## config.mk

```make
export PLATFORM = sky130hd
export DESIGN_NAME = bsg_axil_to_axi_hp_bridge_flat
export DESIGN_NICKNAME = d
export VERILOG_FILES = /design/src/rtl/bsg_axil_to_axi_hp_bridge_if.sv /design/src/rtl/bsg_axil_to_axi_hp_bridge.sv /design/src/flat_wrapper.sv
export SDC_FILE = /design/constraint.sdc
export NUM_CORES = 1
export LEC_CHECK = 0
export BUFFER_PORTS_ARGS = -buffer_cell sky130_fd_sc_hd__buf_2
export CAP_MARGIN = 0
export CORE_MARGIN = 4
export CORE_UTILIZATION = 45
export CTS_BUF_LIST = sky130_fd_sc_hd__clkbuf_4
export CTS_CLUSTER_DIAMETER = 40
export DETAILED_ROUTE_END_ITERATION = 8
export GPL_ROUTABILITY_DRIVEN = 0
export PLACE_DENSITY = 0.71
export SYNTH_ARGS = -nofsm -noshare
export SYNTH_HDL_FRONTEND = slang
export SYNTH_SLANG_ARGS = --single-unit
```

## constraint.sdc

```tcl
create_clock -name clk_i -period 5.5 [get_ports clk_i]
set_input_delay 0.55 -clock clk_i [delete_from_list [all_inputs] [get_ports clk_i]]
set_output_delay 0.55 -clock clk_i [all_outputs]
set_load 0.03 [all_outputs]
```

## src/rtl/bsg_axil_to_axi_hp_bridge_if.sv

```systemverilog
// Bus interfaces for the AXIL-to-HP bridge.
//
// bsg_axil_if   : AXI4-Lite bus. The master modport belongs to the side that
//                 issues requests; the slave modport belongs to the bridge.
// bsg_axi_hp_if : AXI4 bus towards a Zynq HP port. The bridge uses the master
//                 modport; the HP port (or a model of it) uses the slave modport.

interface bsg_axil_if #(
  parameter int addr_width_p = 32,
  parameter int data_width_p = 32
);
  logic [addr_width_p-1:0]   awaddr;
  logic [2:0]                awprot;
  logic                      awvalid;
  logic                      awready;
  logic [data_width_p-1:0]   wdata;
  logic [data_width_p/8-1:0] wstrb;
  logic                      wvalid;
  logic                      wready;
  logic [1:0]                bresp;
  logic                      bvalid;
  logic                      bready;
  logic [addr_width_p-1:0]   araddr;
  logic [2:0]                arprot;
  logic                      arvalid;
  logic                      arready;
  logic [data_width_p-1:0]   rdata;
  logic [1:0]                rresp;
  logic                      rvalid;
  logic                      rready;

  modport master (
    output awaddr, awprot, awvalid, wdata, wstrb, wvalid, bready,
           araddr, arprot, arvalid, rready,
    input  awready, wready, bresp, bvalid, arready, rdata, rresp, rvalid
  );

  modport slave (
    input  awaddr, awprot, awvalid, wdata, wstrb, wvalid, bready,
           araddr, arprot, arvalid, rready,
    output awready, wready, bresp, bvalid, arready, rdata, rresp, rvalid
  );
endinterface

interface bsg_axi_hp_if #(
  parameter int addr_width_p = 32,
  parameter int data_width_p = 32,
  parameter int id_width_p   = 6
);
  logic [addr_width_p-1:0]   awaddr;
  logic                      awvalid;
  logic                      awready;
  logic [id_width_p-1:0]     awid;
  logic                      awlock;
  logic [3:0]                awcache;
  logic [2:0]                awprot;
  logic [7:0]                awlen;
  logic [2:0]                awsize;
  logic [1:0]                awburst;
  logic [3:0]                awqos;
  logic [data_width_p-1:0]   wdata;
  logic                      wvalid;
  logic                      wready;
  logic [id_width_p-1:0]     wid;
  logic                      wlast;
  logic [data_width_p/8-1:0] wstrb;
  logic                      bvalid;
  logic                      bready;
  logic [id_width_p-1:0]     bid;
  logic [1:0]                bresp;
  logic [addr_width_p-1:0]   araddr;
  logic                      arvalid;
  logic                      arready;
  logic [id_width_p-1:0]     arid;
  logic                      arlock;
  logic [3:0]                arcache;
  logic [2:0]                arprot;
  logic [7:0]                arlen;
  logic [2:0]                arsize;
  logic [1:0]                arburst;
  logic [3:0]                arqos;
  logic [data_width_p-1:0]   rdata;
  logic                      rvalid;
  logic                      rready;
  logic [id_width_p-1:0]     rid;
  logic                      rlast;
  logic [1:0]                rresp;

  modport master (
    output awaddr, awvalid, awid, awlock, awcache, awprot, awlen, awsize, awburst, awqos,
           wdata, wvalid, wid, wlast, wstrb, bready,
           araddr, arvalid, arid, arlock, arcache, arprot, arlen, arsize, arburst, arqos,
           rready,
    input  awready, wready, bvalid, bid, bresp, arready, rdata, rvalid, rid, rlast, rresp
  );

  modport slave (
    input  awaddr, awvalid, awid, awlock, awcache, awprot, awlen, awsize, awburst, awqos,
           wdata, wvalid, wid, wlast, wstrb, bready,
           araddr, arvalid, arid, arlock, arcache, arprot, arlen, arsize, arburst, arqos,
           rready,
    output awready, wready, bvalid, bid, bresp, arready, rdata, rvalid, rid, rlast, rresp
  );
endinterface

```

## src/rtl/bsg_axil_to_axi_hp_bridge.sv

```systemverilog
// AXI4-Lite to AXI4 HP bridge.
//
// Turns each AXIL request into a single-beat AXI4 transaction on a Zynq HP
// port, adding a DRAM base to every address. All five channels go through
// two-entry FIFOs whose head register drives the outgoing payload directly.
// In-flight transactions are bounded per direction, and error_o latches any
// malformed or unexpected HP response.
//
// Ports:
//   clk_i, reset_i : clock and synchronous active-high reset
//   base_addr_i    : DRAM base added to AW/AR addresses when they are enqueued
//   error_o        : sticky protocol-error flag
//   s_axil         : AXIL slave side (requests in, responses out)
//   m_axi          : AXI4 master side towards the HP port

// Two-entry FIFO. head_r is the output register, and tail_r holds the second
// entry, so data_o and v_o come straight from flops.
module bsg_axil_to_axi_hp_fifo2 #(
  parameter int width_p = 8
) (
  input  logic               clk_i,
  input  logic               reset_i,
  input  logic [width_p-1:0] data_i,
  input  logic               v_i,
  output logic               ready_o,
  output logic [width_p-1:0] data_o,
  output logic               v_o,
  input  logic               yumi_i
);
  logic [1:0]         count_r;
  logic [width_p-1:0] head_r;
  logic [width_p-1:0] tail_r;
  logic               enq;
  logic               deq;

  assign ready_o = (count_r != 2'd2);
  assign v_o     = (count_r != 2'd0);
  assign data_o  = head_r;
  assign enq     = v_i & ready_o;
  assign deq     = yumi_i & v_o;

  // An enqueue together with a dequeue is only possible when the FIFO is not
  // full, so with one entry the new word goes straight into head.
  always_ff @(posedge clk_i) begin
    if (reset_i) begin
      count_r <= 2'd0;
    end else if (enq && !deq) begin
      if (count_r == 2'd0) head_r <= data_i;
      else                 tail_r <= data_i;
      count_r <= count_r + 2'd1;
    end else if (!enq && deq) begin
      head_r  <= tail_r;
      count_r <= count_r - 2'd1;
    end else if (enq && deq) begin
      head_r <= data_i;
    end
  end
endmodule

module bsg_axil_to_axi_hp_bridge #(
  parameter int addr_width_p      = 32,
  parameter int data_width_p      = 32,
  parameter int id_width_p        = 6,
  parameter int max_outstanding_p = 4
) (
  input  logic                    clk_i,
  input  logic                    reset_i,
  input  logic [addr_width_p-1:0] base_addr_i,
  output logic                    error_o,
  bsg_axil_if.slave               s_axil,
  bsg_axi_hp_if.master            m_axi
);
  localparam int cnt_width_lp = $clog2(max_outstanding_p + 1);
  localparam logic [cnt_width_lp-1:0] max_cnt_lp = cnt_width_lp'(max_outstanding_p);
  localparam logic [2:0] size_lp = (data_width_p == 64) ? 3'd3 : 3'd2;

  logic [cnt_width_lp-1:0] wr_cnt_r, rd_cnt_r;
  logic                    error_r;
  logic                    aw_v, ar_v;
  logic                    aw_hs, b_hs, ar_hs, r_hs;
  logic                    wr_err, rd_err;
  logic [addr_width_p-1:0] aw_reloc, ar_reloc;

  // Relocation happens at enqueue, so a queued address is unaffected by a
  // later base change.
  assign aw_reloc = s_axil.awaddr + base_addr_i;
  assign ar_reloc = s_axil.araddr + base_addr_i;

  bsg_axil_to_axi_hp_fifo2 #(.width_p(addr_width_p + 3)) aw_fifo (
    .clk_i, .reset_i,
    .data_i ({aw_reloc, s_axil.awprot}), .v_i(s_axil.awvalid), .ready_o(s_axil.awready),
    .data_o ({m_axi.awaddr, m_axi.awprot}), .v_o(aw_v), .yumi_i(aw_hs)
  );

  bsg_axil_to_axi_hp_fifo2 #(.width_p(data_width_p + data_width_p/8)) w_fifo (
    .clk_i, .reset_i,
    .data_i ({s_axil.wdata, s_axil.wstrb}), .v_i(s_axil.wvalid), .ready_o(s_axil.wready),
    .data_o ({m_axi.wdata, m_axi.wstrb}), .v_o(m_axi.wvalid),
    .yumi_i (m_axi.wvalid & m_axi.wready)
  );

  bsg_axil_to_axi_hp_fifo2 #(.width_p(2)) b_fifo (
    .clk_i, .reset_i,
    .data_i (m_axi.bresp), .v_i(m_axi.bvalid), .ready_o(m_axi.bready),
    .data_o (s_axil.bresp), .v_o(s_axil.bvalid),
    .yumi_i (s_axil.bvalid & s_axil.bready)
  );

  bsg_axil_to_axi_hp_fifo2 #(.width_p(addr_width_p + 3)) ar_fifo (
    .clk_i, .reset_i,
    .data_i ({ar_reloc, s_axil.arprot}), .v_i(s_axil.arvalid), .ready_o(s_axil.arready),
    .data_o ({m_axi.araddr, m_axi.arprot}), .v_o(ar_v), .yumi_i(ar_hs)
  );

  bsg_axil_to_axi_hp_fifo2 #(.width_p(data_width_p + 2)) r_fifo (
    .clk_i, .reset_i,
    .data_i ({m_axi.rdata, m_axi.rresp}), .v_i(m_axi.rvalid), .ready_o(m_axi.rready),
    .data_o ({s_axil.rdata, s_axil.rresp}), .v_o(s_axil.rvalid),
    .yumi_i (s_axil.rvalid & s_axil.rready)
  );

  // Gating by the counter cannot drop an asserted valid: while a request is
  // offered, only its own handshake can raise the count.
  assign m_axi.awvalid = aw_v & (wr_cnt_r != max_cnt_lp);
  assign m_axi.arvalid = ar_v & (rd_cnt_r != max_cnt_lp);

  assign aw_hs = m_axi.awvalid & m_axi.awready;
  assign ar_hs = m_axi.arvalid & m_axi.arready;
  assign b_hs  = m_axi.bvalid  & m_axi.bready;
  assign r_hs  = m_axi.rvalid  & m_axi.rready;

  assign m_axi.awid    = '0;
  assign m_axi.awlock  = 1'b0;
  assign m_axi.awcache = 4'b0011;
  assign m_axi.awlen   = 8'd0;
  assign m_axi.awsize  = size_lp;
  assign m_axi.awburst = 2'b01;
  assign m_axi.awqos   = 4'd0;
  assign m_axi.wid     = '0;
  assign m_axi.wlast   = 1'b1;
  assign m_axi.arid    = '0;
  assign m_axi.arlock  = 1'b0;
  assign m_axi.arcache = 4'b0011;
  assign m_axi.arlen   = 8'd0;
  assign m_axi.arsize  = size_lp;
  assign m_axi.arburst = 2'b01;
  assign m_axi.arqos   = 4'd0;

  // A response is bad if it carries a nonzero id, is not a last beat, or
  // arrives with nothing outstanding.
  assign wr_err = b_hs & ((m_axi.bid != '0) | (wr_cnt_r == '0));
  assign rd_err = r_hs & ((m_axi.rid != '0) | ~m_axi.rlast | (rd_cnt_r == '0));

  // Outstanding counters and the sticky error flag. An unexpected response
  // leaves a zero counter at zero instead of wrapping.
  always_ff @(posedge clk_i) begin
    if (reset_i) begin
      wr_cnt_r <= '0;
      rd_cnt_r <= '0;
      error_r  <= 1'b0;
    end else begin
      if (aw_hs && !b_hs)                            wr_cnt_r <= wr_cnt_r + 1'b1;
      else if (!aw_hs && b_hs && wr_cnt_r != '0)     wr_cnt_r <= wr_cnt_r - 1'b1;
      if (ar_hs && !r_hs)                            rd_cnt_r <= rd_cnt_r + 1'b1;
      else if (!ar_hs && r_hs && rd_cnt_r != '0)     rd_cnt_r <= rd_cnt_r - 1'b1;
      if (wr_err || rd_err)                          error_r  <= 1'b1;
    end
  end

  assign error_o = error_r;
endmodule

```

## src/flat_wrapper.sv

```systemverilog
// flat-port wrapper written by rule: the top's interface ports become plain ports
module bsg_axil_to_axi_hp_bridge_flat 
#(
  parameter int addr_width_p      = 32,
  parameter int data_width_p      = 32,
  parameter int id_width_p        = 6,
  parameter int max_outstanding_p = 4
)
  (clk_i, reset_i, base_addr_i, error_o, s_axil_awaddr, s_axil_awprot, s_axil_awvalid, s_axil_wdata, s_axil_wstrb, s_axil_wvalid, s_axil_bready, s_axil_araddr, s_axil_arprot, s_axil_arvalid, s_axil_rready, s_axil_awready, s_axil_wready, s_axil_bresp, s_axil_bvalid, s_axil_arready, s_axil_rdata, s_axil_rresp, s_axil_rvalid, m_axi_awaddr, m_axi_awvalid, m_axi_awid, m_axi_awlock, m_axi_awcache, m_axi_awprot, m_axi_awlen, m_axi_awsize, m_axi_awburst, m_axi_awqos, m_axi_wdata, m_axi_wvalid, m_axi_wid, m_axi_wlast, m_axi_wstrb, m_axi_bready, m_axi_araddr, m_axi_arvalid, m_axi_arid, m_axi_arlock, m_axi_arcache, m_axi_arprot, m_axi_arlen, m_axi_arsize, m_axi_arburst, m_axi_arqos, m_axi_rready, m_axi_awready, m_axi_wready, m_axi_bvalid, m_axi_bid, m_axi_bresp, m_axi_arready, m_axi_rdata, m_axi_rvalid, m_axi_rid, m_axi_rlast, m_axi_rresp);
  bsg_axil_if #(.addr_width_p(addr_width_p), .data_width_p(data_width_p)) s_axil_i ();
  bsg_axi_hp_if #(.addr_width_p(addr_width_p), .data_width_p(data_width_p), .id_width_p(id_width_p)) m_axi_i ();
  input  logic clk_i;
  input  logic reset_i;
  input  logic [addr_width_p-1:0] base_addr_i;
  output logic error_o;
  input wire logic [$bits(s_axil_i.awaddr)-1:0] s_axil_awaddr;
  input wire logic [$bits(s_axil_i.awprot)-1:0] s_axil_awprot;
  input wire logic [$bits(s_axil_i.awvalid)-1:0] s_axil_awvalid;
  input wire logic [$bits(s_axil_i.wdata)-1:0] s_axil_wdata;
  input wire logic [$bits(s_axil_i.wstrb)-1:0] s_axil_wstrb;
  input wire logic [$bits(s_axil_i.wvalid)-1:0] s_axil_wvalid;
  input wire logic [$bits(s_axil_i.bready)-1:0] s_axil_bready;
  input wire logic [$bits(s_axil_i.araddr)-1:0] s_axil_araddr;
  input wire logic [$bits(s_axil_i.arprot)-1:0] s_axil_arprot;
  input wire logic [$bits(s_axil_i.arvalid)-1:0] s_axil_arvalid;
  input wire logic [$bits(s_axil_i.rready)-1:0] s_axil_rready;
  output wire logic [$bits(s_axil_i.awready)-1:0] s_axil_awready;
  output wire logic [$bits(s_axil_i.wready)-1:0] s_axil_wready;
  output wire logic [$bits(s_axil_i.bresp)-1:0] s_axil_bresp;
  output wire logic [$bits(s_axil_i.bvalid)-1:0] s_axil_bvalid;
  output wire logic [$bits(s_axil_i.arready)-1:0] s_axil_arready;
  output wire logic [$bits(s_axil_i.rdata)-1:0] s_axil_rdata;
  output wire logic [$bits(s_axil_i.rresp)-1:0] s_axil_rresp;
  output wire logic [$bits(s_axil_i.rvalid)-1:0] s_axil_rvalid;
  output wire logic [$bits(m_axi_i.awaddr)-1:0] m_axi_awaddr;
  output wire logic [$bits(m_axi_i.awvalid)-1:0] m_axi_awvalid;
  output wire logic [$bits(m_axi_i.awid)-1:0] m_axi_awid;
  output wire logic [$bits(m_axi_i.awlock)-1:0] m_axi_awlock;
  output wire logic [$bits(m_axi_i.awcache)-1:0] m_axi_awcache;
  output wire logic [$bits(m_axi_i.awprot)-1:0] m_axi_awprot;
  output wire logic [$bits(m_axi_i.awlen)-1:0] m_axi_awlen;
  output wire logic [$bits(m_axi_i.awsize)-1:0] m_axi_awsize;
  output wire logic [$bits(m_axi_i.awburst)-1:0] m_axi_awburst;
  output wire logic [$bits(m_axi_i.awqos)-1:0] m_axi_awqos;
  output wire logic [$bits(m_axi_i.wdata)-1:0] m_axi_wdata;
  output wire logic [$bits(m_axi_i.wvalid)-1:0] m_axi_wvalid;
  output wire logic [$bits(m_axi_i.wid)-1:0] m_axi_wid;
  output wire logic [$bits(m_axi_i.wlast)-1:0] m_axi_wlast;
  output wire logic [$bits(m_axi_i.wstrb)-1:0] m_axi_wstrb;
  output wire logic [$bits(m_axi_i.bready)-1:0] m_axi_bready;
  output wire logic [$bits(m_axi_i.araddr)-1:0] m_axi_araddr;
  output wire logic [$bits(m_axi_i.arvalid)-1:0] m_axi_arvalid;
  output wire logic [$bits(m_axi_i.arid)-1:0] m_axi_arid;
  output wire logic [$bits(m_axi_i.arlock)-1:0] m_axi_arlock;
  output wire logic [$bits(m_axi_i.arcache)-1:0] m_axi_arcache;
  output wire logic [$bits(m_axi_i.arprot)-1:0] m_axi_arprot;
  output wire logic [$bits(m_axi_i.arlen)-1:0] m_axi_arlen;
  output wire logic [$bits(m_axi_i.arsize)-1:0] m_axi_arsize;
  output wire logic [$bits(m_axi_i.arburst)-1:0] m_axi_arburst;
  output wire logic [$bits(m_axi_i.arqos)-1:0] m_axi_arqos;
  output wire logic [$bits(m_axi_i.rready)-1:0] m_axi_rready;
  input wire logic [$bits(m_axi_i.awready)-1:0] m_axi_awready;
  input wire logic [$bits(m_axi_i.wready)-1:0] m_axi_wready;
  input wire logic [$bits(m_axi_i.bvalid)-1:0] m_axi_bvalid;
  input wire logic [$bits(m_axi_i.bid)-1:0] m_axi_bid;
  input wire logic [$bits(m_axi_i.bresp)-1:0] m_axi_bresp;
  input wire logic [$bits(m_axi_i.arready)-1:0] m_axi_arready;
  input wire logic [$bits(m_axi_i.rdata)-1:0] m_axi_rdata;
  input wire logic [$bits(m_axi_i.rvalid)-1:0] m_axi_rvalid;
  input wire logic [$bits(m_axi_i.rid)-1:0] m_axi_rid;
  input wire logic [$bits(m_axi_i.rlast)-1:0] m_axi_rlast;
  input wire logic [$bits(m_axi_i.rresp)-1:0] m_axi_rresp;
  assign s_axil_i.awaddr = s_axil_awaddr;
  assign s_axil_i.awprot = s_axil_awprot;
  assign s_axil_i.awvalid = s_axil_awvalid;
  assign s_axil_i.wdata = s_axil_wdata;
  assign s_axil_i.wstrb = s_axil_wstrb;
  assign s_axil_i.wvalid = s_axil_wvalid;
  assign s_axil_i.bready = s_axil_bready;
  assign s_axil_i.araddr = s_axil_araddr;
  assign s_axil_i.arprot = s_axil_arprot;
  assign s_axil_i.arvalid = s_axil_arvalid;
  assign s_axil_i.rready = s_axil_rready;
  assign s_axil_awready = s_axil_i.awready;
  assign s_axil_wready = s_axil_i.wready;
  assign s_axil_bresp = s_axil_i.bresp;
  assign s_axil_bvalid = s_axil_i.bvalid;
  assign s_axil_arready = s_axil_i.arready;
  assign s_axil_rdata = s_axil_i.rdata;
  assign s_axil_rresp = s_axil_i.rresp;
  assign s_axil_rvalid = s_axil_i.rvalid;
  assign m_axi_awaddr = m_axi_i.awaddr;
  assign m_axi_awvalid = m_axi_i.awvalid;
  assign m_axi_awid = m_axi_i.awid;
  assign m_axi_awlock = m_axi_i.awlock;
  assign m_axi_awcache = m_axi_i.awcache;
  assign m_axi_awprot = m_axi_i.awprot;
  assign m_axi_awlen = m_axi_i.awlen;
  assign m_axi_awsize = m_axi_i.awsize;
  assign m_axi_awburst = m_axi_i.awburst;
  assign m_axi_awqos = m_axi_i.awqos;
  assign m_axi_wdata = m_axi_i.wdata;
  assign m_axi_wvalid = m_axi_i.wvalid;
  assign m_axi_wid = m_axi_i.wid;
  assign m_axi_wlast = m_axi_i.wlast;
  assign m_axi_wstrb = m_axi_i.wstrb;
  assign m_axi_bready = m_axi_i.bready;
  assign m_axi_araddr = m_axi_i.araddr;
  assign m_axi_arvalid = m_axi_i.arvalid;
  assign m_axi_arid = m_axi_i.arid;
  assign m_axi_arlock = m_axi_i.arlock;
  assign m_axi_arcache = m_axi_i.arcache;
  assign m_axi_arprot = m_axi_i.arprot;
  assign m_axi_arlen = m_axi_i.arlen;
  assign m_axi_arsize = m_axi_i.arsize;
  assign m_axi_arburst = m_axi_i.arburst;
  assign m_axi_arqos = m_axi_i.arqos;
  assign m_axi_rready = m_axi_i.rready;
  assign m_axi_i.awready = m_axi_awready;
  assign m_axi_i.wready = m_axi_wready;
  assign m_axi_i.bvalid = m_axi_bvalid;
  assign m_axi_i.bid = m_axi_bid;
  assign m_axi_i.bresp = m_axi_bresp;
  assign m_axi_i.arready = m_axi_arready;
  assign m_axi_i.rdata = m_axi_rdata;
  assign m_axi_i.rvalid = m_axi_rvalid;
  assign m_axi_i.rid = m_axi_rid;
  assign m_axi_i.rlast = m_axi_rlast;
  assign m_axi_i.rresp = m_axi_rresp;
  bsg_axil_to_axi_hp_bridge #(.addr_width_p(addr_width_p), .data_width_p(data_width_p), .id_width_p(id_width_p), .max_outstanding_p(max_outstanding_p)) u_core (.clk_i(clk_i), .reset_i(reset_i), .base_addr_i(base_addr_i), .error_o(error_o), .s_axil(s_axil_i), .m_axi(m_axi_i));
endmodule
```

==> flow_results.org, run 1 <==
** Layout
- NumNets Final :: 1999
- The library cell used most frequently in the layout, excluding fill and tap cells, is sky130_fd_sc_hd__buf_2.
- Relative to the synthesized area, the layout overhead comes to 25.38%.
- The top cell types in the final layout, fill and taps aside, are 351 x sky130_fd_sc_hd__buf_2, 284 x sky130_fd_sc_hd__edfxtp_1, 186 x sky130_fd_sc_hd__nand2_1.
- Cell area after layout :: 19080 µm²
- Final core utilization :: 0.5706
- Layout cell share with drive strength beyond 1 :: 0.3424
- After filler insertion, the fill cell instance count of the layout stands at 2802.

** Clocking
- Once the clock tree was built, the resizer swapped 0 gates to a different size.
- In this run the clock root is driven by a sky130_fd_sc_hd__clkbuf_4.
- Post-CTS Hold Fix Bufs :: 76
- Once the clock tree was built, the setup fixing pass inserted 0 buffers.
- Maximum count of clock buffers along a single path :: 3
- The H-tree was split into 3 levels.
- Clock slew at the register clock pins of the worst setup and hold paths :: 0.06 ns
- Counting every sink on the clock net gives approximately 300.
- Counting the buffers created by CTS gives 80.
- Clock latency of the later-clocked register in the worst-skew pair :: a little under 0.7 ns
- TritonCTS clock tree :: built

** Routing
- Vias :: 11570
- Number of search-and-repair iterations in the first detailed-routing pass :: 5
- Average routed wire per standard cell :: a little under 20 µm
- For this run, design rule violations remaining after detail routing come to 0.
- DRT iter0 DRCs :: 689
- Number of nets still failing antenna checks after routing :: 0
- In the routed layout, each cell is associated on average with a via count of around 5.2.
- After detailed routing, the total wire length is between 40000 and 50000 µm.

** Job
- Max-cap violations in this run came to 0.

** Place
- HPWL Detailed :: 31830 µm
- At the placement stage, the worst setup path has a slack of between 1.5 and 2 ns.
- The placed instances occupy a cell area of 17320 µm².
- Input and output buffers added on the ports amount to between 300 and 400.

** Yosys
- Number of synthesized flops with an enable pin :: roughly 280
- Post-synthesis cell count :: roughly 1200
- The share of synthesized area in the top cell type comes to 0.5603.
- Number of unique standard cell types used by synthesis :: 63
- The synthesized design contains ~300 register bits.
- After synthesis, the mean cell area works out to roughly 12 µm².
- Yosys warning total :: 0
- Netlist Area Pre-Place :: between 15000 and 20000 µm²
- For this run, the register share of the synthesized area comes to 0.5827.
- sky130_fd_sc_hd__edfxtp_1 takes more of the synthesized area than any other cell.
- After synthesis, the share of flip-flops with an asynchronous set or reset is 0.
- Sorting the synthesized cells by area gives the leading types as sky130_fd_sc_hd__edfxtp_1 56%, sky130_fd_sc_hd__mux2_2 6.8%, sky130_fd_sc_hd__ha_1 6.0%.
- Leading register cell type out of synthesis :: sky130_fd_sc_hd__edfxtp_1

** Min path
- Along the worst hold path, the cell count comes to 1.
- The tightest min-delay check is of the input pin to register type.
- The startpoint identified for the worst hold timing path is m_axi_rdata[3].
- For hold timing, the worst endpoint is u_core.r_fifo.tail_r[5].

** Outcome
- Run status :: finished, final reports clean

** Timing
- The count of final max-slew check failures was 0.
- Worst slew pin tran :: a little over 0.7 ns
- Clock skew on the completed layout was measured at 0.03340 ns.
- Final WS setup :: 2.644 ns
- The final count of hold timing violations is 0.
- Subtracting the final worst setup slack from the clock period gives between 2 and 3 ns.
- Final TNS setup :: 0 ns
- Total of endpoints with negative setup slack in the final report :: 0
- Relative slew margins :: 0.5183
- Of the available clock period, the critical path in the final layout requires 0.5194.
- Setup repair after global routing left no endpoint under its margin.
- Timing would allow up to 350.1 MHz.

** Critical path
- Required time of the critical path :: a little under 6 ns
- At the worst endpoint, the arrival time is roughly 3.3 ns.
- Biggest fanout along the worst timing path :: 2
- The worst register-to-register path ends at u_core.w_fifo.tail_r[35].
- R2R cell count :: 6
- The worst setup path is captured at a register.
- Slack of the worst reg-to-reg path :: 2.95 ns
- The worst setup path is launched from an input pin.
- Worst setup path class :: input pin to register
- R2r startpoint :: u_core.w_fifo.count_r[0]

** Global routing
- The total overflow left after global routing is 0.
- Vias in the first global route :: around 11000
- Tot GR Track Use :: 0.2253
- The number of antenna violations at the first check in global routing is 30.
- The first global-routing pass estimated 63160 µm of wire.
- Entering global routing, the biggest net connects 38 pins.

** Floorplan
- The die covers about 37000 µm².
- In this run the core area contains 67 standard-cell rows.
- I/O pin count :: just over 400
- Starting density of the core :: 0.4551
- The core region is ~33000 µm².
- From left edge to right edge, the die measures 191.9 µm.
- The die is approximately 190 µm tall.

** Pwr
- Post-layout power :: 7646 µW
- The analysis attributes to cell leakage a power of between 0.007 and 0.008 µW.
- Worst VDD drop :: 0.0001832 V
- Dividing total power by cell area gives a power density of around 400 nW/µm².
==> routing by layer <==
metal,vias to the layer above,share of wire,track usage
met1,5403,0.38,0.2662
met4,40,0.029,0.08453
met2,563,0.47,0.3665
met3,111,0.12,0.09633
li1,5451,-,-
met5,-,0.0061,0
==> how the worst max path moves through the flow <==
stage                             startpoint                   endpoint  slack [ns]  cells after the start
finish                        base_addr_i[0]  u_core.ar_fifo.data_o[27]        2.64                     11
global route                  base_addr_i[0]  u_core.ar_fifo.data_o[23]        2.54                     11
CTS                           base_addr_i[0]  u_core.ar_fifo.data_o[27]        2.73                     11
detailed placement            base_addr_i[0]  u_core.ar_fifo.data_o[25]        1.99                     11
global placement              base_addr_i[0]  u_core.ar_fifo.data_o[27]        2.06                     11
floorplan           u_core.w_fifo.count_r[0]    u_core.w_fifo.tail_r[0]        1.28                      5
==> registers in the layout, indices dropped and copies added, names as in the netlist, 3 cells and up <==
signal / cells
u_core.w_fifo.data_o: 36
u_core.w_fifo.tail_r: 36
u_core.ar_fifo.data_o: 35
u_core.ar_fifo.tail_r: 35
u_core.aw_fifo.data_o: 35
u_core.aw_fifo.tail_r: 35
u_core.r_fifo.data_o: 34
u_core.r_fifo.tail_r: 34
u_core.rd_cnt_r: 3
u_core.wr_cnt_r: 3
==> cell families after synthesis <==
family          synth area share
compound gates           0.09363
xor+xnor                 0.03913
fa+ha+maj                0.06527
buf+inv                  0.04998
flops                     0.5827
mux                      0.06971
other cells            0.0004934
simple gates             0.09914
==> power by group <==
part           internal [µW]  switching (µW)
clock                   1010             918
sequential              3090             145
combinational            807            1680
==> cell usage after synthesis, drive strengths merged, types with 8 or more instances <==
library cell and n:
buf 74, a21oi 74, nor3 14, nand2b 12
o21bai 8, o21a 9, edfxtp 284, xor2 29
a21o 18, mux2 93, dfxtp 17, nand2 186
o31ai 9, nand3 13, clkbuf 25, or3 8
nor2b 13, a211oi 11, nor2 60, o211ai 10
ha 73, nand4 14, inv 38, xnor2 39
o21ai 44
==> metrics by stage <==
| step | hold slack, ns | cells |
|---|---|---|
| after global routing | 0.001135 | 2229 |
| after global placement | 0.4496 | 2013 |
| final | 0.07965 | 2232 |
| after detailed placement | 0.4641 | 2013 |
| after floorplan | 0.4608 | 1299 |
| after CTS | 0.0004196 | 2221 |
==> worst max-delay path, stage by stage <==
cell	delay (ns)
sky130_fd_sc_hd__buf_2	0.14
sky130_fd_sc_hd__ha_1	0.22
sky130_fd_sc_hd__fa_1	0.41
sky130_fd_sc_hd__a21oi_1	0.34
sky130_fd_sc_hd__o21ai_1	0.15
sky130_fd_sc_hd__a211o_1	0.35
sky130_fd_sc_hd__a221oi_2	0.30
sky130_fd_sc_hd__o21ai_1	0.17
sky130_fd_sc_hd__a211oi_2	0.26
sky130_fd_sc_hd__xnor2_1	0.11
sky130_fd_sc_hd__mux2_2	0.27
==> cell type report <==
cell class                 instances  area (µm²)  share of cell area
antenna                           11       27.53            0.001442
clock inverter                    24       165.2            0.008654
tap                              448       560.5             0.02937
multi-input combinational        861        5887              0.3085
timing repair buffer             441        2623              0.1374
sequential                       301        8869              0.4647
inverter                          38       142.6            0.007474
clock buffer                     108       810.8             0.04248
No activity file was read; power rests on OpenSTA's default activity.
==> inputs of run 2 (changes only) <==
- clock period: 5.5 -> 2.8 ns (I/O delays scaled with it)
==> flow_results.org, run 2 (synthesis gave the netlist of run 1 again) <==
** Critical path
- Worst setup path class :: input pin to register
- In this run the critical register-to-register path is captured at u_core.wr_cnt_r[2].
- Delay contributed by the slowest stage of the critical path :: about 0.53 ns
- Required time of the critical path :: between 3 and 4 ns
- Walking the worst path, the cells encountered are dlygate4sd3_1, buf_2, ha_1, buf_4, a211oi_2, o211ai_1, a31o_1, a311o_1, nand2_1, o2111a_1, xnor2_1, mux2_2.
- In this run the worst setup path terminates at u_core.aw_fifo.data_o[32].
- R2R cell count :: 9
- The worst setup path is captured at a register.
- Data arrival time of the worst path :: ~3.2 ns
- In this run the critical register-to-register path is launched from u_core.wr_cnt_r[0].
- Along the worst path, the maximum fanout reaches 3.
- Among all stages on the critical path, the largest delay is contributed by sky130_fd_sc_hd__dlygate4sd3_1.
- The critical path runs through a total of 12 cells.
- Startpoint Class :: input pin
- The worst register-to-register path has a setup slack of around 0.4 ns.
- Buffer and inverter count on the worst path :: 3
- Tracing the worst setup path back leads to its startpoint at s_axil_awaddr[0].
- Delay-heaviest family, CP :: compound AO/OA/AOI/OAI gates

** Global routing
- The number of antenna violations at the first check in global routing was 23.
- In the global route stage, overall resource usage came out at 0.2348.
- Remaining global-route overflow :: 0
- Vias in the first global route :: 11920
- Entering global routing, the biggest net connects 38 pins.
- Wire length of the first global-routing pass :: around 66000 µm

** Pwr
- Int Power :: 10150 µW
- Summed over all cells, the static leakage comes to between 0.008 and 0.009 µW.
- The worst-case IR drop observed on VDD is 0.0004619 V.
- For this design the ratio of total power to cell area is slightly below 800 nW/µm².
- The share of total power dissipated in sequential elements is 0.406.
- The share of total power dissipated in combinational logic is 0.328.
- Switching Fraction :: 0.3538
- Of the total power, the clock network draws 0.266.
- Summed over all nets, the switching power comes to approximately 5600 µW.
- Overall power consumption after layout is estimated at about 16000 µW.

** Routing
- In the detailed route, the total length drawn on met2 is 21830 µm.
- Number of search-and-repair iterations in the first detailed-routing pass :: 5
- Number of vias per cell after detailed routing :: ~5.2
- Met1 Wirelength :: between 15000 and 20000 µm
- Highest signal layer in the routed design :: met5
- In this run the remaining antenna-violating nets after routing total 0.
- WL final :: about 45000 µm
- The routed design uses a little under 5000 µm of met3 wire.
- In the final routed layout, each cell accounts on average for slightly below 20 µm.
- DRT iter0 DRCs :: 867
- In the routed design, unresolved DRC markers number 0.
- Vias :: ~12000

** Floorplan
- In this run the standard cell core region covers about 33000 µm².
- The floorplan step defined a die boundary enclosing 36830 µm².
- Rows :: 67
- For this configuration, the core starts out at a cell density of 0.4551.
- Pin placement for this block handled ~420 I/O pins.
- Chip Width :: about 190 µm
- Measured along the y axis, the die boundary spans ~190 µm.

** Timing
- Setup violations remaining at the end of the flow were counted as 0.
- Worst slew pin tran :: 0.7598 ns
- Final TNS setup :: 0 ns
- In this run the tightest slew margin relative to its limit is 0.4935.
- Unrepaired setup endpoints after global routing :: false
- Number of max-slew violations in the final report :: 0
- Timing would allow up to ~370 MHz.
- Of the available clock period, the critical path in the final layout requires 0.9785.
- Min cycle time layout :: between 2 and 3 ns
- Number of hold-slack violations in the final timing report :: 0
- On the final layout, the worst clock skew is between 0.04 and 0.05 ns.

** Layout
- Number of inserted filler cells in the final layout :: 2668
- Layout cell share with drive strength beyond 1 :: 0.3678
- The final layout contains between 2000 and 2500 nets.
- Relative area change from synthesis to final layout :: 30.78%
- Most frequent cells in the layout :: 351 x sky130_fd_sc_hd__buf_2, 284 x sky130_fd_sc_hd__edfxtp_1, 186 x sky130_fd_sc_hd__nand2_1
- In the final layout, the multi-input gates occupy ~6000 µm².
- Area taken by flip-flops and latches :: 8869 µm²
- Most common cell after layout, fill and taps aside :: sky130_fd_sc_hd__buf_2

** Clocking
- TritonCTS created 82 clock buffers.
- Clock-pin slew was measured on the worst setup and hold paths at roughly 0.060 ns.
- After clock tree synthesis, the setup repair step added 0 buffers.
- Clock latency of the later-clocked register in the worst-skew pair :: roughly 0.69 ns
- The clock passes through at most 3 buffers.
- The tree built by TritonCTS fans out to between 300 and 400 sinks.
- Depth of the CTS H-tree :: 3
- The root buffer cell chosen for the clock tree is sky130_fd_sc_hd__clkbuf_4.
- TritonCTS clock tree :: built

** Job
- Across the run, the number of max-cap violations was 0.

** Place
- The count of buffers added on input and output ports is 351.
- HPWL Detailed :: between 30000 and 40000 µm

** Outcome
- The flow ran to the end, and the final reports show no timing, DRC or antenna violations.

** Min path
- Worst min path class :: input pin to register
-- run 2: worst min-delay path by stage --
stage	startpoint	endpoint	cells after the start
CTS	m_axi_rid[2]	u_core.error_o	7
global placement	u_core.error_o	u_core.error_o	2
finish	s_axil_bready	u_core.b_fifo.data_o[0]	3
detailed placement	s_axil_wdata[0]	u_core.w_fifo.tail_r[4]	1
global route	s_axil_bready	u_core.b_fifo.data_o[1]	3
floorplan	s_axil_arprot[0]	u_core.ar_fifo.tail_r[0]	0
-- run 2: layer usage --
layer	GRT usage	up-vias
li1	-	5610
met1	0.2795	5655
met2	0.3942	588
met3	0.08179	101
met4	0.08702	28
met5	0	-
-- run 2: power groups by stage --
stage / Sequential (µW) / Combinational (µW) / Clock [µW]
after CTS: 6370 / 5150 / 4260
after global placement: 6430 / 4910 / 0
after floorplan: 7290 / 2560 / 0
after detailed placement: 6450 / 5020 / 0
after global routing: 6440 / 5560 / 4580
final: 6380 / 5150 / 4170
-- run 2: metrics by stage --
step | instance area (µm²) | cells | worst slack [ns] | hold WS, ns | utilization
4_1_cts | 19870 | 2305 | 0.1122 | 0.01176 | 0.5939
6_report | 19910 | 2316 | 0.06033 | 0.09369 | 0.5951
2_1_floorplan | 15510 | 1299 | 0.05323 | 0.3789 | -
3_3_place_gp | 17910 | 2077 | -0.1968 | 0.4480 | 0.5353
3_5_place_dp | 17910 | 2077 | -0.2589 | 0.4714 | 0.5353
5_1_grt | 19890 | 2311 | 0.005946 | 0.04080 | 0.5947
-- run 2: tightest hold or removal path, cell delays in order --
cell                      delay [ns]
sky130_fd_sc_hd__buf_2          0.10
sky130_fd_sc_hd__nand2_1        0.10
sky130_fd_sc_hd__a21oi_1        0.11
-- run 2: layout make-up --
type | instances | area share
flip-flops and latches | 301 | 0.4455
multi-input cells | 861 | 0.2979
repair buffers | 515 | 0.1647
clock buffers | 117 | 0.04413
well taps | 448 | 0.02816
clock inverters | 25 | 0.01106
inverters | 38 | 0.007166
diodes | 11 | 0.001383
-- run 2: what timing repair did --
action                     CTS  global route
hold buffers                86             0
setup endpoints to repair    0             3
gates resized for setup      0             3
hold endpoints to repair   163             0
